[src/rtl/wiper_ctrl.sv]
// wiper_ctrl: rain-sensing wiper FSM; define WIPER_MIST_EN to add the single mist-wipe feature.
// Latency: drop_cnt and wiper update one tick after sampling; no backpressure (tick-strobed state).
module wiper_ctrl #(
  parameter int NSENS      = 7,
  parameter int THR_SLOW   = 3,
  parameter int THR_FAST   = 5,
  parameter int DWELL_SLOW = 3,
  parameter int DWELL_FAST = 2,
  parameter int HOLD_OFF   = 4,
  parameter int MIST_TICKS = 6
) (
  input  logic                       clk_2,
  input  logic                       reset_n,
  input  logic                       tick,
  input  logic [NSENS-1:0]           sensors,
  input  logic [1:0]                 mode,
  input  logic                       mist_req,
  output logic [1:0]                 wiper,
  output logic [$clog2(NSENS+1)-1:0] drop_cnt
);

  localparam int DW    = $clog2(NSENS + 1);
  localparam int DMAX0 = (DWELL_SLOW > DWELL_FAST) ? DWELL_SLOW : DWELL_FAST;
  localparam int DMAX  = (DMAX0 > HOLD_OFF) ? DMAX0 : HOLD_OFF;
  localparam int CW    = $clog2(DMAX + 1);

  typedef enum logic [1:0] {
    ST_OFF  = 2'b00,
    ST_SLOW = 2'b01,
    ST_FAST = 2'b10,
    ST_MIST = 2'b11
  } state_e;

  state_e        state_q, state_d;
  logic [DW-1:0] drop_cnt_q, drop_cnt_d, pop;
  logic [CW-1:0] run_act_q, run_act_d;
  logic [CW-1:0] run_hi_q, run_hi_d;
  logic [CW-1:0] run_nhi_q, run_nhi_d;
  logic [CW-1:0] run_lo_q, run_lo_d;
  logic          cls_act, cls_hi;
  logic          act_ok, hi_ok, nhi_hold, lo_hold;

`ifdef WIPER_MIST_EN
  localparam int MW = $clog2(MIST_TICKS + 1);
  logic [MW-1:0] mist_q, mist_d;
`else
  localparam int mist_ticks_unused = MIST_TICKS;
  logic          mist_req_unused;
  assign mist_req_unused = mist_req;
`endif

  function automatic logic [CW-1:0] run_next(input logic [CW-1:0] c, input logic en);
    if (!en)
      return '0;
    return (c == '1) ? c : c + CW'(1);
  endfunction

  always_comb begin
    pop = '0;
    for (int i = 0; i < NSENS; i++)
      pop = pop + DW'(sensors[i]);
  end

  // Classification uses the previously registered count, not the live sensors.
  assign cls_hi  = int'(drop_cnt_q) >= THR_FAST;
  assign cls_act = int'(drop_cnt_q) >= THR_SLOW;

  assign hi_ok    = int'(run_hi_q)  >= DWELL_FAST;
  assign act_ok   = int'(run_act_q) >= DWELL_SLOW;
  assign nhi_hold = int'(run_nhi_q) >= HOLD_OFF;
  assign lo_hold  = int'(run_lo_q)  >= HOLD_OFF;

  always_comb begin
    drop_cnt_d = drop_cnt_q;
    run_act_d  = run_act_q;
    run_hi_d   = run_hi_q;
    run_nhi_d  = run_nhi_q;
    run_lo_d   = run_lo_q;
    if (tick) begin
      drop_cnt_d = pop;
      run_act_d  = run_next(run_act_q, cls_act);
      run_hi_d   = run_next(run_hi_q, cls_hi);
      run_nhi_d  = run_next(run_nhi_q, !cls_hi);
      run_lo_d   = run_next(run_lo_q, !cls_act);
    end
  end

  always_comb begin
    state_d = state_q;
`ifdef WIPER_MIST_EN
    mist_d  = mist_q;
`endif
    if (tick) begin
      case (mode)
        2'b01:   state_d = ST_OFF;
        2'b10:   state_d = ST_SLOW;
        2'b11:   state_d = ST_FAST;
        default: begin
          case (state_q)
            ST_OFF: begin
`ifdef WIPER_MIST_EN
              if (mist_req) begin
                state_d = ST_MIST;
                mist_d  = MW'(MIST_TICKS - 1);
              end else
`endif
              if (hi_ok)
                state_d = ST_FAST;
              else if (act_ok)
                state_d = ST_SLOW;
            end
            ST_SLOW: begin
              if (hi_ok)
                state_d = ST_FAST;
              else if (lo_hold)
                state_d = ST_OFF;
            end
            ST_FAST: begin
              if (lo_hold)
                state_d = ST_OFF;
              else if (nhi_hold)
                state_d = ST_SLOW;
            end
            ST_MIST: begin
`ifdef WIPER_MIST_EN
              // Counter holds remaining ticks after the current one.
              if (mist_q == '0)
                state_d = ST_OFF;
              else
                mist_d = mist_q - MW'(1);
`else
              state_d = ST_OFF;
`endif
            end
            default: state_d = ST_OFF;
          endcase
        end
      endcase
    end
  end

  always_ff @(posedge clk_2 or negedge reset_n) begin
    if (!reset_n) begin
      state_q    <= ST_OFF;
      drop_cnt_q <= '0;
      run_act_q  <= '0;
      run_hi_q   <= '0;
      run_nhi_q  <= '0;
      run_lo_q   <= '0;
    end else begin
      state_q    <= state_d;
      drop_cnt_q <= drop_cnt_d;
      run_act_q  <= run_act_d;
      run_hi_q   <= run_hi_d;
      run_nhi_q  <= run_nhi_d;
      run_lo_q   <= run_lo_d;
    end
  end

`ifdef WIPER_MIST_EN
  always_ff @(posedge clk_2 or negedge reset_n) begin
    if (!reset_n)
      mist_q <= '0;
    else
      mist_q <= mist_d;
  end
`endif

  assign wiper    = state_q;
  assign drop_cnt = drop_cnt_q;

endmodule
[config.mk]
export PLATFORM = sky130hd
export DESIGN_NAME = wiper_ctrl
export DESIGN_NICKNAME = d
export VERILOG_FILES = /design/src/rtl/wiper_ctrl.sv
export SDC_FILE = /design/constraint.sdc
export NUM_CORES = 1
export LEC_CHECK = 0
export CORE_MARGIN = 2
export CORE_UTILIZATION = 55
export DETAILED_ROUTE_END_ITERATION = 16
export DONT_BUFFER_PORTS = 1
export GPL_ROUTABILITY_DRIVEN = 0
export PLACE_DENSITY = 0.73
export SLEW_MARGIN = 20
export SYNTH_ARGS = -nofsm -noshare
export SYNTH_HDL_FRONTEND = slang
export SYNTH_SLANG_ARGS = --single-unit
[constraint.sdc]
create_clock -name clk_2 -period 1.3 [get_ports clk_2]
set_input_delay 0.195 -clock clk_2 [delete_from_list [all_inputs] [get_ports clk_2]]
set_output_delay 0.195 -clock clk_2 [all_outputs]
set_load 0.05 [all_outputs]
* Yosys cells after proc, flatten, opt, wreduce, memory -nomap -nowiden
Cells that the tools add are included.
** Storage, ports and cells
- Output and inout port bits :: 5
- Register bits :: 17
- Word-level logic and storage cells :: 73
- Input bits :: 13
** Operators by class
- Reductions and logical operators :: 6
- Equal/unequal tests :: 17
- Add/subtract/negate cells :: 10
- $lt $le $gt $ge :: 6
- Muxes and demuxes :: 28
** Operator list (count)
- two-way mux 3 bit :: 12
- adder 3 x 1 -> 3 bit :: 4
- adder 3 x 1 -> 3 bit, second input constant :: 4
- equality test 3 bit, second input constant :: 4
- two-way mux 2 bit :: 6
- inequality test 6 bit, second input constant :: 2
- greater-or-equal comparator 3 x 2 -> 1 bit, second input constant :: 3
- greater-or-equal comparator 3 bit, second input constant :: 3
- equality test 2 bit, second input constant :: 4
- two-way mux 1 bit :: 8
- inequality test 2 bit, second input constant :: 4
- one-hot mux 2 bit (4 select lines) :: 1
- AND reduction 2 bit :: 4
- inequality test 6 x 3 -> 1 bit, second input constant :: 1
- one-hot mux 2 bit (3 select lines) :: 1
- equality test 2 x 1 -> 1 bit, second input constant :: 2
- AND reduction 4 bit :: 1
- adder 2 x 1 -> 3 bit :: 1
- adder 1 x 1 -> 2 bit :: 1
- zero test 2 bit :: 1

* Logic depth before layout (Yosys ltp)
- Depth after elaboration :: 6
- Mapped depth :: 7
- Depth with buffers taken out :: 7

* Worst setup path after synthesis
Ideal clock, no wire load.
- Path type :: input to register
- From :: in sensors[0]
- To :: reg drop_cnt_q[1], in the netlist drop_cnt[1]
- Buffers on the path :: 0
- Data arrival time :: 2.272 ns
- Library setup time :: 0.125 ns
- Data required time :: 1.175 ns
- Cell stages on the path :: 7
- Slack :: -1.097 ns
- Cells stage by stage :: inv_1 fa_1 fa_1 inv_1 fa_1 fa_1 mux2_2
** On the way
- Word-level cells in the longest chain between the ends :: 6
** Ends and longest elaborated chain
- start, declared :: RTL line 15 : input logic [NSENS-1:0] sensors,
- adder 1 x 1 -> 2 bit :: RTL line 61 : pop = pop + DW'(sensors[i]);
- adder 2 x 1 -> 3 bit :: RTL line 61
- adder 3 x 1 -> 3 bit (4 in series) :: RTL line 61
- via pop[1] :: RTL line 35 : logic [DW-1:0] drop_cnt_q, drop_cnt_d, pop;
- end signal, assigned :: RTL line 152 : drop_cnt_q <= drop_cnt_d;
- end, declared :: RTL line 35
The timed path passes the listed nets, and every way through them passes these cells.
A chain may end at the register's enable or synchronous reset.

* Final worst setup path
Ends and elaborated chain as after synthesis.

==> impl_summary.txt <==
----------------------------------------------------
[Synth]
  Most instantiated cells after synthesis ... dfrtp_1, inv_1, ha_1, nand2_1, mux2_2
  Cell accounting for the most synthesized area ... dfrtp_1
  Synthesized area per cell ... 10.7 µm²
  Syn_nets ... 127
  Cell area after synthesis ... between 1000 and 1500 µm²
  EDFF count, synth ... 0
  Count of different cell masters after synthesis ... 24
  Top-count cell post-synth ... dfrtp_1
  Post-synthesis sequential element count ... 17
  Area share of the leading cell type in the synthesized netlist ... 40.6%
  Sequential cell area fraction in the yosys report ... 40.6%
  Fraction of registers with async set or reset after synthesis ... 100%
  Most used flip-flop cell after synthesis ... dfrtp_1
  Yosys warns ... 0
  Count of mapped cells out of synthesis ... 98
  Cell types with the largest area share after synthesis ... dfrtp_1, ha_1, fa_1

[Clock network]
  Worst-skew pair later-pin latency ... 0.29 ns
  Cts bufs inserted ... 3
  Maximum level of the CTS H-tree ... 1
  Sinks on the clock net ... 17
  CTS tree ... built
  Root Driver ... clkbuf_4
  Max Buffers Root-to-Sink ... 2
  Clock edge transition at the registers on the reported setup and hold paths ... 0.10 ns

[STA]
  Hold Fails Final Rpt ... 0
  Fin Setup TNS ... -2.60 ns
  Min Tclk post-route ... approximately 2.1 ns
  Number of setup violations in the final report ... 11
  Achievable frequency ... 0.485 GHz
  Final number of max-transition violations ... 0
  Max-slew headroom at the worst pin ... 45.7%
  Worst Skew ... 0.00142 ns
  Worst Tran Pin Value ... 0.812 ns
  Worst hold slack ... a little over 0.05 ns
  Final worst setup slack ... -0.760 ns
  Part of the cycle the worst path needs ... 158%
  Unrepaired setup endpoints after global routing ... true

[Finish]
  Post-layout utilization of the core ... 81.8%
  Number of antenna diodes ... 0
  Filler instances ... 112
  Fraction of layout cells with a size suffix above 1 ... 55.4%
  Area Growth Syn to Fin ... 37.7%
  Final instance area ... 1440 µm²
  Final instance count without filler cells ... approximately 150
  Storage element area ... between 400 and 500 µm²
  # nets final ... roughly 150
  Area of the multi-input gates ... 729 µm²

[Power]
  Reported leakage power ... 0.676 nW
  VDD IR max ... 1.33 mV
  Power per Cell Area ... 1900 nW/µm²
  Post-layout power ... 2.75 mW

[Global route]
  Largest net degree at the start of global routing ... 18
  Wire length of the first global-routing pass ... 3450 µm
  Number of antenna violations at the first check in global routing ... 0
  Global routing usage summed across all routing layers ... 22.7%
  Gr ovfl total ... 0
  Number of global-route vias before repair ... 795

[Job]
  Max-cap violation count ... 0

[Status]
  Violated checks ... negative setup slack
  Run status ... complete, but fails checks

[Place]
  Port Buf Inserts ... 0
  Dpl ws ... -1.06 ns
  Placed cells ... between 100 and 150
  DPL Wire Length ... around 1600 µm
  Area after detailed placement ... 1200 µm²

[Setup path]
  Critical path data arrival time ... 2.25 ns
  Cell with the biggest individual delay on the critical path ... fa_1
  Cell breakdown of the critical path ... inv_8, fa_1, fa_1, inv_2, fa_2, fa_2, mux2_4
  Biggest fanout along the worst timing path ... 1
  Delay of the slowest cell on the worst path ... between 0.5 and 0.6 ns
  Critical Path Start Type ... input port
  WS Path Type ... input port to flop
  WP data required ... approximately 1.5 ns
  Crit end category ... flop

[Detailed routing]
  Uppermost metal layer occupied by signal nets ... met4
  Initial drt markers ... 11
  WL final ... ~2400 µm
  Via density per instance ... 5.78
  M1 WL ... approximately 970 µm
  DR WL met2 ... around 1300 µm
  TritonRoute pass-1 iters ... 6
  Post-detailed-route wirelength per cell ... 16.7 µm
  Routed Antenna Nets ... 0
  Total number of vias ... 844
  Met3 Wirelength ... 94 µm
  Post-route DRC violation count ... 0

[Floorplanning]
  Height of the die ... 47.7 µm
  Core Region ... 1760 µm²
  Count of pins on the block boundary ... 18
  Number of cell rows ... 15
  Die area ... approximately 2300 µm²
  Chip width ... 47.7 µm
  Starting density of the core ... 59.4%

[Min path]
  Class of the tightest hold or removal check ... input port to flop

----------------------------------------------------
==> area by class of cell <==
| type | instances | area share [%] |
|---|---|---|
| multi-input combinational | 64 | 50.5 |
| clock buffer | 3 | 1.56 |
| sequential | 17 | 29.9 |
| inverter | 16 | 4.68 |
| clock inverter | 1 | 0.347 |
| tap | 25 | 2.17 |
| timing repair buffer | 20 | 10.8 |
==> cells by family after synthesis <==
logic type      after synthesis  share of synthesized area (%)
compound gates               19                           13.1
flops                        17                           40.6
mux                           9                           9.31
buf+inv                      17                           6.20
simple gates                 20                           8.83
fa+ha+maj                    16                           22.0
==> cells in the final DEF (no fill, tap or decap), types with 2 or more instances in the layout <==
master    count
ha_2          4
mux2_2        2
a22o_1        5
nor2_1        3
o21ai_2       3
a21oi_2       2
clkbuf_4      3
fa_2          2
nand2_2       4
nand2_1       7
o21ai_1       2
fa_1          2
ha_1          3
inv_1        11
dfrtp_2       5
ha_4          5
buf_4        18
mux2i_1       3
mux2_4        4
nor3_4        2
inv_2         4
dfrtp_1      12
==> repair_timing <==
action / CTS / global route
gates resized for setup: 19 / 19
pin swaps: 3 / 6
endpoints found under the hold margin: 17 / 0
hold buffers: 1 / 0
setup endpoints to repair: 15 / 13
buffers inserted: 3 / 3
==> registers in the layout, summed over array words and instances (netlist names) <==
name and cells:
drop_cnt 3, run_lo_q 3, wiper 2, run_hi_q 3, run_act_q 3, run_nhi_q 3
==> power by group <==
| part | switching (mW) | internal [mW] |
|---|---|---|
| registers | 0.213 | 0.728 |
| logic | 0.773 | 0.745 |
| clock network | 0.175 | 0.115 |
==> worst paths after layout <==
path | start | end | slack (ns) | depth (start not counted)
setup / recovery | sensors[0] | drop_cnt[1] | -0.76 | 7
hold / removal | tick | drop_cnt[0] | 0.05 | 1
setup reg to reg | wiper[1] | wiper[0] | -0.17 | 4
hold reg to reg | run_nhi_q[1] | run_nhi_q[1] | 0.53 | 1
max in group asynchronous | reset_n | drop_cnt[2] | 0.32 | 1
min in group asynchronous | reset_n | run_lo_q[2] | 0.42 | 1
==> worst max-delay path, delay by kind of cell <==
family,cells,cell delay [ns]
adder cells (fa/ha/maj),4,1.75
buffers and inverters,2,0.05
multiplexers,1,0.26
==> routing by layer <==
| layer | up-vias | global-route usage (%) |
|---|---|---|
| li1 | 384 | - |
| met1 | 424 | 27.5 |
| met2 | 26 | 41.4 |
| met3 | 10 | 3.77 |
| met4 | 0 | 6.49 |
| met5 | - | 0 |
Power figures use the tool's default switching activity.
